$ cat src/rtl/snake_cmd_pkg.sv
// Shared constants and types for the snake command queue.
// Build option SNAKE_CMD_STATS_EN (top level) adds accept/drop counters.
package snake_cmd_pkg;

  localparam int unsigned CMD_W    = 7;
  localparam int unsigned OP_W     = 3;
  localparam int unsigned DIR_W    = 2;
  localparam int unsigned CNT_W    = 16;
  localparam int unsigned TOG_BIT  = 6;
  localparam int unsigned OP_LSB   = 3;
  localparam int unsigned RSVD_BIT = 2;
  localparam int unsigned DIR_LSB  = 0;

  localparam logic [OP_W-1:0] OP_NOP     = 3'd0;
  localparam logic [OP_W-1:0] OP_DIR     = 3'd1;
  localparam logic [OP_W-1:0] OP_START   = 3'd2;
  localparam logic [OP_W-1:0] OP_PAUSE   = 3'd3;
  localparam logic [OP_W-1:0] OP_NEWGAME = 3'd4;

  localparam logic [DIR_W-1:0] DIR_UP    = 2'd0;
  localparam logic [DIR_W-1:0] DIR_RIGHT = 2'd1;
  localparam logic [DIR_W-1:0] DIR_DOWN  = 2'd2;
  localparam logic [DIR_W-1:0] DIR_LEFT  = 2'd3;

  typedef struct packed {
    logic [OP_W-1:0]  op;
    logic [DIR_W-1:0] dir;
  } cmd_t;

  localparam int unsigned ENTRY_W = $bits(cmd_t);

  typedef enum logic {
    ST_PRIME,
    ST_RUN
  } state_t;

  // Flipping the high direction bit gives the 180-degree reversal.
  function automatic logic [DIR_W-1:0] opposite(input logic [DIR_W-1:0] d);
    return d ^ 2'b10;
  endfunction

endpackage

$ cat src/rtl/snake_cmd_fifo.sv
// Generic synchronous show-ahead FIFO; head data is read combinationally.
module snake_cmd_fifo #(
  parameter int unsigned DEPTH = 8,
  parameter int unsigned WIDTH = 5,
  parameter int unsigned LVL_W = $clog2(DEPTH) + 1
) (
  input  logic             clk,
  input  logic             reset,
  input  logic             push,
  input  logic [WIDTH-1:0] wdata,
  input  logic             pop,
  output logic [WIDTH-1:0] rdata,
  output logic             full,
  output logic             empty,
  output logic [LVL_W-1:0] level
);

  localparam int unsigned PTR_W = $clog2(DEPTH);

  logic [WIDTH-1:0] mem [DEPTH];
  logic [PTR_W-1:0] wr_ptr;
  logic [PTR_W-1:0] rd_ptr;
  logic             do_push;
  logic             do_pop;

  assign full    = (level == LVL_W'(DEPTH));
  assign empty   = (level == '0);
  assign do_pop  = pop && !empty;
  assign do_push = push && (!full || do_pop);
  assign rdata   = mem[rd_ptr];

  // Storage is cleared so the head reads zero straight out of reset.
  always_ff @(posedge clk) begin
    if (reset) begin
      wr_ptr <= '0;
      rd_ptr <= '0;
      level  <= '0;
      for (int unsigned i = 0; i < DEPTH; i++) begin
        mem[i] <= '0;
      end
    end else begin
      if (do_push) begin
        mem[wr_ptr] <= wdata;
        wr_ptr      <= wr_ptr + PTR_W'(1);
      end
      if (do_pop) begin
        rd_ptr <= rd_ptr + PTR_W'(1);
      end
      case ({do_push, do_pop})
        2'b10:   level <= level + LVL_W'(1);
        2'b01:   level <= level - LVL_W'(1);
        default: level <= level;
      endcase
    end
  end

endmodule

$ cat src/rtl/snake_cmd_queue.sv
// Toggle-detect, decode, filter and buffer HPS snake commands for the engine.
// Define SNAKE_CMD_STATS_EN to add the accept_cnt/drop_cnt statistics ports.
module snake_cmd_queue
  import snake_cmd_pkg::*;
#(
  parameter int unsigned DEPTH = 8,
  parameter int unsigned LVL_W = $clog2(DEPTH) + 1
) (
  input  logic             clk,
  input  logic             reset,
  input  logic [CMD_W-1:0] cmd_in,
  output logic             out_valid,
  input  logic             out_ready,
  output logic [OP_W-1:0]  out_op,
  output logic [DIR_W-1:0] out_dir,
  output logic [LVL_W-1:0] fifo_level,
  output logic             overflow
`ifdef SNAKE_CMD_STATS_EN
  ,
  output logic [CNT_W-1:0] accept_cnt,
  output logic [CNT_W-1:0] drop_cnt
`endif
);

  state_t           state;
  state_t           state_d;
  logic [CMD_W-1:0] cmd_q;
  logic             prev_tog;
  logic             prev_tog_d;
  logic             new_cmd;
  logic [DIR_W-1:0] last_dir;
  logic [OP_W-1:0]  op;
  logic [DIR_W-1:0] dir;
  logic             is_bad;
  logic             is_rev;
  logic             want_push;
  logic             push;
  logic             pop;
  logic             full;
  logic             empty;
  cmd_t             head;
  cmd_t             entry;
  logic             unused_rsvd;

  assign op          = cmd_q[OP_LSB +: OP_W];
  assign dir         = cmd_q[DIR_LSB +: DIR_W];
  assign unused_rsvd = cmd_q[RSVD_BIT];

  // cmd_q samples through reset so PRIME sees the live toggle level.
  always_ff @(posedge clk) begin
    cmd_q <= cmd_in;
  end

  always_ff @(posedge clk) begin
    if (reset) begin
      state    <= ST_PRIME;
      prev_tog <= 1'b0;
    end else begin
      state    <= state_d;
      prev_tog <= prev_tog_d;
    end
  end

  always_comb begin
    state_d    = state;
    prev_tog_d = prev_tog;
    new_cmd    = 1'b0;
    case (state)
      ST_PRIME: begin
        prev_tog_d = cmd_q[TOG_BIT];
        state_d    = ST_RUN;
      end
      ST_RUN: begin
        if (cmd_q[TOG_BIT] != prev_tog) begin
          prev_tog_d = cmd_q[TOG_BIT];
          new_cmd    = 1'b1;
        end
      end
      default: state_d = ST_PRIME;
    endcase
  end

  assign is_bad    = (op > OP_NEWGAME);
  assign is_rev    = (op == OP_DIR) && (dir == opposite(last_dir));
  assign want_push = new_cmd && (op != OP_NOP) && !is_bad && !is_rev;
  assign pop       = out_ready && !empty;
  assign push      = want_push && (!full || pop);
  assign entry     = '{op: op, dir: dir};

  // Heading memory only advances when the command actually reaches the queue.
  always_ff @(posedge clk) begin
    if (reset) begin
      last_dir <= DIR_RIGHT;
      overflow <= 1'b0;
    end else begin
      if (push && (op == OP_DIR)) begin
        last_dir <= dir;
      end else if (push && (op == OP_NEWGAME)) begin
        last_dir <= DIR_RIGHT;
      end
      if (want_push && !push) begin
        overflow <= 1'b1;
      end
    end
  end

  snake_cmd_fifo #(
    .DEPTH (DEPTH),
    .WIDTH (ENTRY_W),
    .LVL_W (LVL_W)
  ) u_fifo (
    .clk   (clk),
    .reset (reset),
    .push  (push),
    .wdata (entry),
    .pop   (pop),
    .rdata (head),
    .full  (full),
    .empty (empty),
    .level (fifo_level)
  );

  assign out_valid = !empty;
  assign out_op    = head.op;
  assign out_dir   = head.dir;

`ifdef SNAKE_CMD_STATS_EN
  logic drop;

  assign drop = (new_cmd && (is_bad || is_rev)) || (want_push && !push);

  // Saturating statistics, independent of engine pops.
  always_ff @(posedge clk) begin
    if (reset) begin
      accept_cnt <= '0;
      drop_cnt   <= '0;
    end else begin
      if (push && (accept_cnt != '1)) begin
        accept_cnt <= accept_cnt + CNT_W'(1);
      end
      if (drop && (drop_cnt != '1)) begin
        drop_cnt <= drop_cnt + CNT_W'(1);
      end
    end
  end
`endif

endmodule

$ cat config.mk
export PLATFORM = sky130hd
export DESIGN_NAME = snake_cmd_queue
export DESIGN_NICKNAME = d
export VERILOG_FILES = /design/src/rtl/snake_cmd_pkg.sv /design/src/rtl/snake_cmd_fifo.sv /design/src/rtl/snake_cmd_queue.sv
export SDC_FILE = /design/constraint.sdc
export NUM_CORES = 1
export LEC_CHECK = 0
export ABC_CLOCK_PERIOD_IN_PS = 9900
export CORE_UTILIZATION = 31
export DETAILED_ROUTE_END_ITERATION = 7
export GPL_TIMING_DRIVEN = 0
export PLACE_DENSITY = 0.53
export SYNTH_ARGS = -nofsm -noshare
export SYNTH_HDL_FRONTEND = slang
export SYNTH_HIERARCHICAL = 1
export SYNTH_SLANG_ARGS = --single-unit
$ cat constraint.sdc
create_clock -name clk -period 9.9 [get_ports clk]
set_clock_uncertainty 0.1 [all_clocks]
set_input_delay 0.99 -clock clk [delete_from_list [all_inputs] [get_ports clk]]
set_output_delay 0.99 -clock clk [all_outputs]
set_load 0.02 [all_outputs]
* After elaboration in Yosys (flattened, before gate mapping) *
Memory sizes are Yosys's and may differ from the RTL's. A register that Yosys moved wholly into a read port is not among the register bits.
Index checks and enable logic that the tools add are counted.

storage, ports and cells
  bits in registers = 22
  input bits = 10
  memories = 1
  word-level logic and storage cells = 65
  bits in writable memories = 40

memory list
  memory      depth  bits a word  rd ports  clocked after Yosys merged registers in  write ports  RTL line              source
  u_fifo.mem  8      5            1         1                                        8            snake_cmd_fifo.sv:20  logic [WIDTH-1:0] mem [DEPTH];

operators by class
  mux-type cells = 18
  $lt $le $gt $ge = 1
  add/sub/neg operators = 4
  reduce and logical (&&, ||, !) cells = 23
  equal/unequal tests = 8
  bitwise gates (word level) = 2

operators with widths
  operator                                                                 number
  1-bit logical AND                                                        11
  1-bit 2-to-1 mux                                                         10
  3-bit 2-to-1 mux                                                         3
  4-bit case mux with 2 select lines                                       1
  3-bit by 1-bit adder with 3-bit output, second input constant            2
  1-bit logical NOT                                                        5
  5-bit 2-to-1 mux                                                         1
  5-bit OR reduction                                                       1
  4-bit by 1-bit adder with 4-bit output, second input constant            1
  4-bit equality test, second input constant                               1
  4-bit logical NOT                                                        1
  2-bit 2-to-1 mux                                                         2
  2-bit nonzero test                                                       2
  4-bit by 1-bit subtractor with 4-bit output, second input constant       1
  3-bit by 1-bit equality test with 1-bit output, second input constant    1
  3-bit equality test, second input constant                               1
  3-bit > comparator, second input constant                                1
  3-bit nonzero test                                                       1
  2-bit by 1-bit equality test with 1-bit output, second input constant    1
  2-bit equality test                                                      1
  2-bit equality test, second input constant                               1
  1-bit logical OR                                                         2
  2-bit by 1-bit inequality test with 1-bit output, second input constant  1
  1-bit inverter                                                           2
  other kinds (2)                                                          2

* Depth between registers and ports, before layout *
  depth in word-level cells = 13
  mapped depth = 15
  depth with buffers taken out = 12

* Cells and area by module *
Netlist, hierarchy kept.

modules (own cells, without submodules)
  module           seq. area each (µm²)  instances  cells each  area each (µm²)
  snake_cmd_fifo   1,461.4               1          204         2,526.2
  snake_cmd_queue  220.2                 1          36          407.9

* Worst setup path before layout *
Ideal clock, no wire load.

  path kind = in2reg
  from = in out_ready
  to = reg u_fifo.level[3]
  slack = 6,529 ps
  setup time = 75 ps
  cell stages on the path = 11
  arrival = 3,197 ps
  path buffers = 1
  cell sequence = nor2b_1 > nand2b_4 > and3b_2 > clkbuf_1 > or2_2 > inv_1 > ha_1 > a21oi_1 > and2_1 > o221ai_1 > a31oi_1

on the way
  word-level cells in the longest chain between the ends = 6
  elaborated cells between the ends (all ways) = 10
  those cells by class = eq/ne (2); mux (1); reduce/logical (7)

RTL lines
  what                                                                                   RTL line               source
  start: declaration                                                                     snake_cmd_queue.sv:13  input logic out_ready,
  1-bit logical AND *                                                                    snake_cmd_queue.sv:86  assign pop = out_ready && !empty;
  1-bit logical OR *                                                                     snake_cmd_queue.sv:87  assign push = want_push && (!full || pop);
  1-bit logical AND *                                                                    snake_cmd_queue.sv:87
  via push                                                                               snake_cmd_queue.sv:37  logic push;
  1-bit logical AND *                                                                    snake_cmd_fifo.sv:29   assign do_push = push && (!full || do_pop);
  2-bit by 1-bit equality test with 1-bit output or 2-bit equality test (tied branches)  snake_cmd_fifo.sv:49   case ({do_push, do_pop})
  4-bit case mux with 2 select lines or 2-bit nonzero test (tied branches)               n/a
  end signal: assignment                                                                 snake_cmd_fifo.sv:50   2'b10: level <= level + LVL_W'(1);
  end signal: assignment                                                                 snake_cmd_fifo.sv:51   2'b01: level <= level - LVL_W'(1);
  end signal: assignment                                                                 snake_cmd_fifo.sv:52   default: level <= level;
  end: declaration                                                                       snake_cmd_fifo.sv:15   output logic [LVL_W-1:0] level

Mark *: on every way through the listed nets, which the timed path passes. The rest lies on a longest branch.
A chain may end at the register's enable or synchronous reset.

* Final worst setup path *
  from = in out_ready
  to = reg u_fifo.level[3]

on the way
  word-level cells in the longest chain between the ends = 6
  elaborated cells between the ends (all ways) = 10
  those cells by class = eq/ne (2); mux (1); reduce/logical (7)

RTL lines
  what                                                                                   RTL line               source
  1-bit logical AND *                                                                    snake_cmd_queue.sv:86
  via pop                                                                                snake_cmd_queue.sv:38  logic pop;
  1-bit logical OR *                                                                     snake_cmd_queue.sv:87
  1-bit logical AND *                                                                    snake_cmd_queue.sv:87
  via push                                                                               snake_cmd_queue.sv:37
  1-bit logical AND *                                                                    snake_cmd_fifo.sv:29
  2-bit by 1-bit equality test with 1-bit output or 2-bit equality test (tied branches)  snake_cmd_fifo.sv:49
  4-bit case mux with 2 select lines or 2-bit nonzero test (tied branches)               n/a

Marked as above.

==> metrics.cfg <==
[pwr]
p_switching_uw = 126
pwr-share-seq_pct = 51.0
share_comb_of_total_power_pct = 7.8
sw_ratio_pct = 21.7
power.static_leakage_uw = 0.00124
cellPowerDensity_nw_per_um2 = 167
cellInternalPower_uw = 456
power.share.clock_pct = 41.2
ir_drop_mv = 0.0481

[die]
floorplan.initialDensity_pct = 31.9
design.portCount = 21
placementRows = 35
dieWidth_um = 99.3
core_um2 = 9200
dieHeight_um = 99.3
die-area_um2 = 9860

[clock_tree]
cts_tree = yes
cts_hold_buffers = 0
clock_tree.buffer_depth = 2
number_of_setup_buffers_added_after_cts = 0
worst_setup_hold_path_clk_slew_ps = 70
number_of_gates_resized_after_cts = 0
cts_root_buf = clkbuf_8
tritoncts_num_sinks = 64
cts-htree-levels = 3
clkLatencyLatePin_ps = 340
cts_made_buffers = 9

[final_layout]
layout.cells.most_common = nor2_1
design.final.nets = 285
drive_above_1_share_pct = 17.8
antenna_cells_inserted = 0
final_cells = 386
seqCellArea_um2 = 1680
synthToLayoutAreaGrowth_pct = 18.6
layout.cells.most_common_list = 57 x nor2_1, 40 x edfxtp_1, 24 x dfxtp_1, 19 x clkdlybuf4s50_1, 13 x clkbuf_8
multiInputGateArea_um2 = 1170
layout.filler_cells = 927

[hold_path]
worstHoldEndpoint = prev_tog$_SDFFE_PP0P_
hold_path.class = reg2reg
min_path_cells = 1
hold_start = cmd_q[6]$_DFF_P_

[worst_setup_path]
cp_top_family = simple AND/OR/NAND/NOR gates
critical_path.slowest_cell = nor2b_1
regToRegEndpoint = u_fifo/level[3]$_SDFFE_PP0P_
critical_path.endpoint_type = flip-flop
reg2reg_slack_ps = 6180
worst_ep_required_time_ps = 10070
critPathKind = in2reg
timing.rr.start = u_fifo/level[1]$_SDFFE_PP0P_
buf_inv_on_cp = 3
crit_arrival_ps = 4140
crit_chain = clkdlybuf4s50_1, nor2b_1, nand2b_4, and3b_2, clkbuf_1, or2_2, inv_1, ha_1, a21oi_1, and2_1, o221ai_1, a31oi_1
worst-r2r-cell-count = 14
critPathLaunchType = input pin
cpPeakStageDelay_ps = 560
maximum_fanout_along_the_worst_path = 10

[yosys]
yosysWarnings = 6
synthesis.instances = 240
syn_nets = 255
synth_cell_type_count = 51
ys_ff_latch = 64
ys_seq_area_share_pct = 57.3
mappedNetlistArea_um2 = 2930
syn_avg_cell_area_um2 = 12.2
post_synth_top_flop = edfxtp_1
proportion_of_register_bits_with_asynchronous_set_or_reset_after_synthesis_pct = 0
synth_enable_flop_cells = 40

[place]
dp.final_hpwl_um = 4230
place_inst = 370
placer_congestion_estimate = 0.756
io_buffer_count = 19

[timing]
clock.fmax_mhz = 252
grt_setup_unrepaired = false
finalWorstPathRequiredPeriod_ps = 3970
tightest_slew_ps = 683
finalSetupViolCount = 0
hold_violations = 0
period_share_pct = 40.1
max_slew_margin_pct = 54.4
timing_max_transition_violations_final = 0
totalNegativeSetupSlack_ps = 0

[global_route]
largest_net_degree_at_the_start_of_global_routing = 11
first_global_vias = 1924
global_route.overflow_total = 0
wire_length_of_the_first_global_routing_pass_um = 9830
grt_usage_pct = 13.7
antenna_violations_before_repair = 0

[route]
drtIter0Drc = 55
route.detailed.drc = 0
wire_per_inst_um = 15.7
ant_nets = 0
vias = 1838
average_via_count_per_standard_cell = 4.76
dr.pass1.iters = 4
drt_wl_total_um = 6060

[flow_run]
max_capacitance_violation_count = 0

[outcome]
status = completed

==> power groups by stage <==
stage	sequential, uW	combinational, uW	clock, uW
floorplan	301	29.7	0
global placement	302	45.6	0
detailed placement	303	46.0	0
CTS	297	46.1	247
global route	298	49.8	261
finish	297	45.4	240
==> worst reg2reg max path: cells and delay by family (launching register included) <==
kind	cells	cell delay [ps]
buffers and inverters	3	540
DFF	1	470
AOI/OAI and AO/OA	3	580
adders and majority gates	1	320
and+or+nand+nor	7	1660
==> registers in the layout, summed over array words and instances (netlist names), named ones only <==
signal,count
overflow,1
last_dir,2
cmd_q,6
u_fifo/mem,40
prev_tog,1
u_fifo/level,4
u_fifo/wr_ptr,3
u_fifo/rd_ptr,3
state,1
==> cells in the mapped netlist, types with 2 or more instances <==
cell,number,area [um^2]
a21o_1,3,22.5
a21oi_1,3,15.0
a31o_2,4,35.0
and2_1,2,12.5
buf_2,2,10.0
buf_6,2,22.5
clkbuf_1,7,26.3
dfxtp_1,24,480
edfxtp_1,40,1200
ha_1,4,50.1
inv_1,5,18.8
mux2_2,5,56.3
mux2i_1,2,20.0
mux4_2,10,225
nand2_1,12,45.0
nand2b_1,2,12.5
nand3_1,3,15.0
nand3b_2,2,22.5
nor2_1,57,214
nor2b_1,6,37.5
nor3b_1,2,15.0
o211ai_1,2,15.0
o21a_1,2,15.0
or3_1,3,18.8
xnor2_1,6,52.6
xor2_1,5,43.8
==> metal layers <==
metal / wire [um] / global-route usage (%) / up-vias
li1: - / - / 921
met1: 2740 / 16.1 / 870
met2: 2990 / 23.3 / 35
met3: 200 / 3.44 / 12
met4: 127 / 6.79 / 0
met5: 0 / 0 / -
==> cell families (layout without fill, tap and decap cells) <==
logic type | after synthesis | in the layout | share of synthesized area, %
compound gates | 27 | 27 | 7.12
buf+inv | 17 | 52 | 2.90
fa+ha+maj | 5 | 5 | 2.39
simple gates | 99 | 99 | 16.7
mux | 17 | 17 | 10.3
xor+xnor | 11 | 11 | 3.28
flops | 64 | 64 | 57.3
==> worst max path at each step <==
stage | startpoint | endpoint | slack [ps] | cells past startpoint
after floorplan | out_ready | u_fifo/level[3]$_SDFFE_PP0P_ | 6530 | 11
after global routing | out_ready | u_fifo/level[3]$_SDFFE_PP0P_ | 5600 | 12
after CTS | out_ready | u_fifo/level[3]$_SDFFE_PP0P_ | 5930 | 12
final | out_ready | u_fifo/level[3]$_SDFFE_PP0P_ | 5930 | 12
after detailed placement | out_ready | u_fifo/level[3]$_SDFFE_PP0P_ | 5550 | 12
after global placement | out_ready | u_fifo/level[3]$_SDFFE_PP0P_ | 5650 | 12
==> stage by stage <==
| stage | util (%) | hold WS [ps] | total power [uW] | instance area, um^2 | setup WS, ps |
|---|---|---|---|---|---|
| after global routing | 37.9 | 422 | 608 | 3480 | 5600 |
| after floorplan | - | 355 | 331 | 2930 | 6530 |
| after CTS | 37.9 | 380 | 590 | 3480 | 5930 |
| after global placement | 35.5 | 360 | 348 | 3260 | 5650 |
| final | 37.9 | 378 | 582 | 3480 | 5930 |
| after detailed placement | 35.5 | 363 | 349 | 3260 | 5550 |
==> cell type report <==
cell class | count | area share [%]
Buffer | 12 | 1.91
Clock inverter | 2 | 1.01
Clock buffer | 14 | 5.25
Tap cell | 111 | 3.99
Sequential cell | 64 | 48.3
Timing Repair Buffer | 19 | 5.46
Inverter | 5 | 0.539
Multi-Input combinational cell | 159 | 33.5
Power figures use the tool's default switching activity.
